==> src/rtl/kl_arbiter_nby1.sv <==
// kl_arbiter_nby1 -- KLink N-to-1 request/response arbiter.
//
// Joins N_UP uplink masters (L1 caches, uncached ports) onto a single
// memory-side KLink downlink.
//   Request channel : round-robin grant among valid uplinks; the grant is held
//                     for every beat of a multi-beat write burst and while a
//                     presented request is stalled by dn_req_ready.
//   Response channel: beats are steered to the uplink named by dn_resp_dstid;
//                     the route is held for every beat of a multi-beat read
//                     burst. Beats for unmapped ids are drained and flagged.
//
// Ports
//   clk, rstn                  clock, asynchronous active-low reset
//   up_req_*   [N_UP slices]   uplink requests (valid/ready handshake)
//   up_resp_*  [N_UP slices]   uplink responses (valid/ready handshake)
//   dn_req_*                   downlink request, srcid = SRC_ID_BASE + grant
//   dn_resp_*                  downlink response, routed by dstid
//   err_dstid                  sticky: a response beat had an unmapped dstid
module kl_arbiter_nby1 #(
  parameter int         N_UP            = 4,
  parameter logic [4:0] SRC_ID_BASE     = 5'd0,
  parameter int         MAX_BURST_WIDTH = 4
) (
  input  logic                clk,
  input  logic                rstn,
  input  logic [48*N_UP-1:0]  up_req_addr,
  input  logic [N_UP-1:0]     up_req_wen,
  input  logic [64*N_UP-1:0]  up_req_wdata,
  input  logic [8*N_UP-1:0]   up_req_wmask,
  input  logic [3*N_UP-1:0]   up_req_size,
  input  logic [N_UP-1:0]     up_req_valid,
  output logic [N_UP-1:0]     up_req_ready,
  output logic [64*N_UP-1:0]  up_resp_rdata,
  output logic [N_UP-1:0]     up_resp_valid,
  input  logic [N_UP-1:0]     up_resp_ready,
  output logic [47:0]         dn_req_addr,
  output logic                dn_req_wen,
  output logic [63:0]         dn_req_wdata,
  output logic [7:0]          dn_req_wmask,
  output logic [2:0]          dn_req_size,
  output logic [4:0]          dn_req_srcid,
  output logic                dn_req_valid,
  input  logic                dn_req_ready,
  input  logic [63:0]         dn_resp_rdata,
  input  logic [2:0]          dn_resp_size,
  input  logic [4:0]          dn_resp_dstid,
  input  logic                dn_resp_valid,
  output logic                dn_resp_ready,
  output logic                err_dstid
);

  localparam int IW = (N_UP > 1) ? $clog2(N_UP) : 1;
  localparam int CW = MAX_BURST_WIDTH + 1;

  typedef enum logic {S_IDLE, S_BURST} state_e;

  // Beats in a transfer of 2^size bytes on a 64-bit bus, capped at the
  // largest burst the counters are sized for.
  function automatic logic [CW-1:0] beats(input logic [2:0] size);
    int unsigned n;
    int unsigned n_max;
    n_max = 32'd1 << MAX_BURST_WIDTH;
    if (size <= 3'd3) n = 32'd1;
    else              n = 32'd1 << (size - 3'd3);
    if (n > n_max) n = n_max;
    return n[CW-1:0];
  endfunction

  // ---------------- request channel ----------------
  state_e           req_state_q, req_state_d;
  logic [IW-1:0]    rr_q, rr_d;
  logic [IW-1:0]    conn_q, conn_d;
  logic             lock_q, lock_d;
  logic [CW-1:0]    cnt_q, cnt_d;

  logic [IW-1:0]    sel;
  logic             found;
  logic [IW-1:0]    g;
  logic             req_vld;
  logic             req_hs;
  logic [CW-1:0]    g_beats;

  // Round-robin search starting just after the last granted uplink; the last
  // grantee itself is tried last, so a lone requester is re-granted at once.
  always_comb begin
    sel   = '0;
    found = 1'b0;
    for (int k = 1; k <= N_UP; k++) begin
      if (!found && up_req_valid[(int'(rr_q) + k) % N_UP]) begin
        found = 1'b1;
        sel   = IW'((int'(rr_q) + k) % N_UP);
      end
    end
  end

  always_comb begin
    req_state_d = req_state_q;
    rr_d        = rr_q;
    conn_d      = conn_q;
    lock_d      = lock_q;
    cnt_d       = cnt_q;
    g           = sel;
    req_vld     = found;
    // A held connection (burst, or a stalled request) overrides arbitration.
    if (req_state_q == S_BURST || lock_q) begin
      g       = conn_q;
      req_vld = up_req_valid[conn_q];
    end
    req_hs  = req_vld && dn_req_ready;
    g_beats = beats(up_req_size[int'(g)*3 +: 3]);
    case (req_state_q)
      S_IDLE: begin
        if (req_hs) begin
          rr_d   = g;
          lock_d = 1'b0;
          if (up_req_wen[g] && g_beats > CW'(1)) begin
            cnt_d       = g_beats - CW'(1);
            conn_d      = g;
            req_state_d = S_BURST;
          end
        end else if (req_vld) begin
          lock_d = 1'b1;
          conn_d = g;
        end
      end
      S_BURST: begin
        if (req_hs) begin
          cnt_d = cnt_q - CW'(1);
          if (cnt_q == CW'(1)) req_state_d = S_IDLE;
        end
      end
      default: req_state_d = S_IDLE;
    endcase
  end

  // Outputs are forced low while reset is asserted, independent of the clock.
  always_comb begin
    up_req_ready = '0;
    dn_req_valid = 1'b0;
    dn_req_addr  = '0;
    dn_req_wen   = 1'b0;
    dn_req_wdata = '0;
    dn_req_wmask = '0;
    dn_req_size  = '0;
    dn_req_srcid = '0;
    if (rstn && req_vld) begin
      up_req_ready[g] = dn_req_ready;
      dn_req_valid    = 1'b1;
      dn_req_addr     = up_req_addr[int'(g)*48 +: 48];
      dn_req_wen      = up_req_wen[g];
      dn_req_wdata    = up_req_wdata[int'(g)*64 +: 64];
      dn_req_wmask    = up_req_wmask[int'(g)*8 +: 8];
      dn_req_size     = up_req_size[int'(g)*3 +: 3];
      dn_req_srcid    = SRC_ID_BASE + 5'(g);
    end
  end

  always_ff @(posedge clk or negedge rstn) begin
    if (!rstn) begin
      req_state_q <= S_IDLE;
      rr_q        <= IW'(N_UP - 1);
      conn_q      <= '0;
      lock_q      <= 1'b0;
      cnt_q       <= '0;
    end else begin
      req_state_q <= req_state_d;
      rr_q        <= rr_d;
      conn_q      <= conn_d;
      lock_q      <= lock_d;
      cnt_q       <= cnt_d;
    end
  end

  // ---------------- response channel ----------------
  state_e           rsp_state_q, rsp_state_d;
  logic [IW-1:0]    rconn_q, rconn_d;
  logic             rdrop_q, rdrop_d;
  logic [CW-1:0]    rcnt_q, rcnt_d;
  logic             err_q, err_d;

  logic [4:0]       doff;
  logic             d_ok;
  logic [IW-1:0]    rsp_idx;
  logic             rsp_drop;
  logic             rsp_hs;
  logic [CW-1:0]    r_beats;

  always_comb begin
    doff     = dn_resp_dstid - SRC_ID_BASE;
    d_ok     = (dn_resp_dstid >= SRC_ID_BASE) && (int'(doff) < N_UP);
    rsp_idx  = doff[IW-1:0];
    rsp_drop = !d_ok;
    // Mid-burst, dstid/size on the bus are ignored in favour of the latched route.
    if (rsp_state_q == S_BURST) begin
      rsp_idx  = rconn_q;
      rsp_drop = rdrop_q;
    end
  end

  always_comb begin
    up_resp_valid = '0;
    up_resp_rdata = '0;
    dn_resp_ready = 1'b0;
    if (rstn) begin
      if (rsp_drop) begin
        dn_resp_ready = 1'b1;
      end else begin
        dn_resp_ready                        = up_resp_ready[rsp_idx];
        up_resp_valid[rsp_idx]               = dn_resp_valid;
        up_resp_rdata[int'(rsp_idx)*64 +: 64] = dn_resp_rdata;
      end
    end
  end

  always_comb begin
    rsp_state_d = rsp_state_q;
    rconn_d     = rconn_q;
    rdrop_d     = rdrop_q;
    rcnt_d      = rcnt_q;
    rsp_hs      = dn_resp_valid && dn_resp_ready;
    err_d       = err_q | (rsp_hs && rsp_drop);
    r_beats     = beats(dn_resp_size);
    case (rsp_state_q)
      S_IDLE: begin
        if (rsp_hs && r_beats > CW'(1)) begin
          rconn_d     = rsp_idx;
          rdrop_d     = rsp_drop;
          rcnt_d      = r_beats - CW'(1);
          rsp_state_d = S_BURST;
        end
      end
      S_BURST: begin
        if (rsp_hs) begin
          rcnt_d = rcnt_q - CW'(1);
          if (rcnt_q == CW'(1)) rsp_state_d = S_IDLE;
        end
      end
      default: rsp_state_d = S_IDLE;
    endcase
  end

  always_ff @(posedge clk or negedge rstn) begin
    if (!rstn) begin
      rsp_state_q <= S_IDLE;
      rconn_q     <= '0;
      rdrop_q     <= 1'b0;
      rcnt_q      <= '0;
      err_q       <= 1'b0;
    end else begin
      rsp_state_q <= rsp_state_d;
      rconn_q     <= rconn_d;
      rdrop_q     <= rdrop_d;
      rcnt_q      <= rcnt_d;
      err_q       <= err_d;
    end
  end

  assign err_dstid = err_q;

endmodule

==> config.mk <==
export PLATFORM = sky130hd
export DESIGN_NAME = kl_arbiter_nby1
export DESIGN_NICKNAME = d
export VERILOG_FILES = /design/src/rtl/kl_arbiter_nby1.sv
export SDC_FILE = /design/constraint.sdc
export NUM_CORES = 1
export LEC_CHECK = 0
export CAP_MARGIN = 20
export CORE_AREA = 2 2 376 378
export DETAILED_ROUTE_END_ITERATION = 8
export DIE_AREA = 0 0 378 380
export GPL_TIMING_DRIVEN = 0
export PLACE_DENSITY_LB_ADDON = 0.25
export SLEW_MARGIN = 5
export SYNTH_ARGS = -nofsm -noshare
export SYNTH_HDL_FRONTEND = slang
export SYNTH_SLANG_ARGS = --single-unit
==> constraint.sdc <==
create_clock -name clk -period 6.35 [get_ports clk]
set_clock_uncertainty 0.15 [all_clocks]
set_input_delay 0.9525 -clock clk [delete_from_list [all_inputs] [get_ports clk]]
set_output_delay 0.9525 -clock clk [all_outputs]
set_load 0.02 [all_outputs]
==> reports/summary.md <==
### Worst setup path
• 5 — buffers and inverters on the worst path
• up_req_valid[3] — worst setup path startpoint
• 0.78 ns — largest stage delay on the critical path
• 1.48 ns — r2r setup slk
• 17 — cell depth of the worst flop-to-flop path
• dn_req_wdata[15] — crit path capture
• 5.25 ns — worst endpoint required time
• cnt_q[4] — critical register-to-register path endpoint
• 12 — largest fanout of any net on the critical path
• 5.15 ns — arrival time of data at the critical path endpoint
• clkdlybuf4s50_1 -> mux2i_1 -> o221ai_1 -> o22ai_1 -> buf_6 -> clkbuf_1 -> buf_1 -> mux2i_1 -> a211oi_1 -> clkdlybuf4s50_1 — Critical Path, Cell by Cell
• primary input — Setup crit start kind
• 10 — Crit. path cell count
• primary output — crit path capture type
• buffers and inverters — largest delay contributor family on the critical path
• lock_q — startpoint of the worst register-to-register path
• clkdlybuf4s50_1 — Slowest cell on crit path
• in2out — type of the setup path with the least slack

### Floorplanning
• 378 um — horizontal die dimension
• 976 — I/O Pins
• 137 — number of cell rows
• 139200 um2 — core area
• 143600 um2 — Die Area
• 0.05724 — initial core utilization
• 380 um — Die Height

### Timing
• 6.255 ns — final critical-path required period
• 0 — number of hold violations in the final report
• 0 ns — post-route setup TNS
• 159.9 MHz — maximum frequency from static timing analysis
• 0 — max-slew violation total from the final report
• 0.9422 ns — Worst-Margin Slew
• 0.3719 — headroom to the max-slew limit
• 0 — count of endpoints failing setup in the final report
• false — setup repair after global routing missed its margin
• 0.9850 — share of the clock period used by the worst path after layout

### Logic synthesis
• 7968 um2 — cell area after synthesis
• and2_1 — top-count cell post-synth
• 1087 — Gate Count Post-Synth
• and2_1 20%, mux2_2 17%, mux2i_1 16%, a211oi_1 11%, nor2_1 7.3% — biggest area contributors in the synthesized netlist
• 0.2041 — area share of the leading cell type in the synthesized netlist
• 21 — post-synthesis register bit count
• 260 x and2_1, 154 x nor2_1, 129 x mux2i_1, 122 x mux2_2, 121 x a211oi_1 — commonest cells in the synthesized netlist
• and2_1 — cell type with the largest total area after synthesis
• 59 — library cells used by synthesis
• 0.06627 — post-synthesis sequential area ratio
• 7.330 um2 — Syn Area/Cell
• dfrtp_1 — Top FF cell, synth
• 0 — EDFF count, synth
• 1.000 — share of flip-flops with an asynchronous set or reset after synthesis
• 0 — Synth Warn #

### CTS
• 2 — Max clock buf depth
• 0.06 ns — clock-pin slew on the worst setup and hold paths
• 3 — clock buffer count from CTS
• done — CTS tree
• 0.25 ns — worst-skew pair later-pin latency
• clkbuf_16 — cell at the root of the clock tree
• 1 — level count of the clock H-tree
• 21 — number of sinks handled by clock tree synthesis

### Global route
• 0.1319 — aggregate global-route resource usage
• 28 — largest net degree at the start of global routing
• 13.07k — number of global-route vias before repair
• 26 — antenna violations before repair
• 0 — total congestion overflow after global routing
• 127.4 mm — global-route wire length before repair

### Route
• 12.57k — number of vias in the routed layout
• 703 — number of DRC markers in iteration 0
• 0 — remaining number of nets flagged by the antenna check after routing
• 25.26 um — WL per Instance
• 3.171 — per-cell via count in the routed design
• 100.1 mm — wire length reported by the detailed router
• 5 — detailed-routing iteration count for the pre-antenna-repair pass
• 0 — final routed DRC violation total

### Placement
• 91.01 mm — HPWL Detailed
• 0.9267 — Final Wtd Congestion
• 972 — total of buffers placed on input and output ports
• 20220 um2 — post-detailed-placement cell area

### Min path
• err_dstid — Min-Delay Startpoint
• reg2reg — Hold/Removal Path Class
• 1 — Hold Path Cell Cnt

### Power and ir drop
• 0.5900 — switching share of power
• 0.938 — combinational power share
• 0.006290 W — overall power after layout
• 0.040 — sequential group share of total power
• 308.8 nW/um2 — power density relative to cell area
• 7.138 nW — Pleak
• 0.022 — part of the power in the clock network
• 161.1 uV — peak supply drop
• 0.003711 W — switching component of the power
• 0.002579 W — Pint

### Cells and area
• 155.6% — Syn-to-layout area delta
• 0.1463 — Final Util
• 2672 — net count of the finished layout
• 20370 um2 — final instance area
• 0.09349 — layout cells sized above 1

### Status
• complete, no violations — outcome

### Job
• 0 — max-cap check violation count

[layout by cell type (no fill, tap or decap), types with 3 or more instances in the layout]
| cell type | instances |
|---|---|
| inv_1 | 27 |
| buf_1 | 7 |
| mux2i_1 | 129 |
| nand2b_1 | 6 |
| buf_4 | 7 |
| buf_6 | 3 |
| buf_2 | 6 |
| a211oi_1 | 119 |
| or3_1 | 3 |
| nor3_2 | 3 |
| and2_1 | 260 |
| mux2_2 | 121 |
| o21ai_1 | 3 |
| mux4_2 | 5 |
| o21ai_0 | 8 |
| nor2_1 | 154 |
| dfrtp_1 | 19 |
| conb_1 | 3 |
| clkbuf_2 | 16 |
| nor3_1 | 6 |
| nor4_2 | 3 |
| clkdlybuf4s50_1 | 970 |
| a21o_1 | 3 |
| a21oi_1 | 15 |
| nand3_1 | 9 |
| clkbuf_16 | 3 |
| diode_2 | 13 |
| clkbuf_1 | 64 |
| o22ai_1 | 8 |
| a211oi_2 | 3 |
| ha_1 | 16 |
| buf_8 | 6 |
| nand2_1 | 22 |
[through the flow]
stage	cells	setup WS (ns)	hold WS, ns
finish	3964	0.09548	0.3357
global placement	3937	-2.278	0.2945
CTS	3951	0.004617	0.3294
detailed placement	3949	-1.040	0.3110
global route	3959	0.006747	0.3465
floorplan	1089	2.021	0.3078
[what timing repair did]
action / in CTS / in global routing
endpoints found under the setup margin: 125 / 8
gates resized for setup: 16 / 9
hold buffers: 0 / 0
setup buffers: 0 / 0
[flip-flops by register name (all words and copies together) (netlist names)]
name         count
cnt_q            5
rcnt_q           5
conn_q           2
rconn_q          2
rr_q             2
err_dstid        1
lock_q           1
rdrop_q          1
req_state_q      1
rsp_state_q      1
[how the worst min path moves through the flow]
stage | to | slack [ns]
floorplan | rconn_q[1] | 0.31
global placement | err_dstid | 0.29
detailed placement | err_dstid | 0.31
CTS | err_dstid | 0.33
global route | err_dstid | 0.35
finish | err_dstid | 0.34
[per-layer routing]
layer  track usage  routed length (um)
met1        0.1517               39390
met2        0.2485               52090
met3       0.02748                6671
met4       0.02435                1917
met5             0                  77
[kinds of logic after synthesis]
kind of cell             synth area share
multiplexers                       0.3519
adder cells (fa/ha/maj)           0.02513
XOR/XNOR                         0.002199
flip-flops                        0.06627
buffers and inverters             0.06391
AND/OR/NAND/NOR                    0.3210
other                           0.0004707
AO/OA/AOI/OAI                      0.1691
[power groups by stage]
stage / clock network (W) / logic, W / registers (W)
6_report: 0.000138 / 0.00590 / 0.000254
5_1_grt: 0.000149 / 0.00631 / 0.000264
2_1_floorplan: 0 / 0.00302 / 0.000239
3_5_place_dp: 0 / 0.00598 / 0.000256
4_1_cts: 0.000144 / 0.00602 / 0.000253
3_3_place_gp: 0 / 0.00595 / 0.000256
[layout make-up]
cell class / instances / area [um2]
Antenna cell: 13 / 32.53
Buffer: 98 / 426.7
Clock buffer: 4 / 78.83
Fill cell: 16020 / 118800
Inverter: 29 / 108.9
Multi-Input combinational cell: 939 / 6980
Sequential cell: 21 / 528.0
Tap cell: 1876 / 2347
Timing Repair Buffer: 984 / 9866
Power figures use the tool's default switching activity.
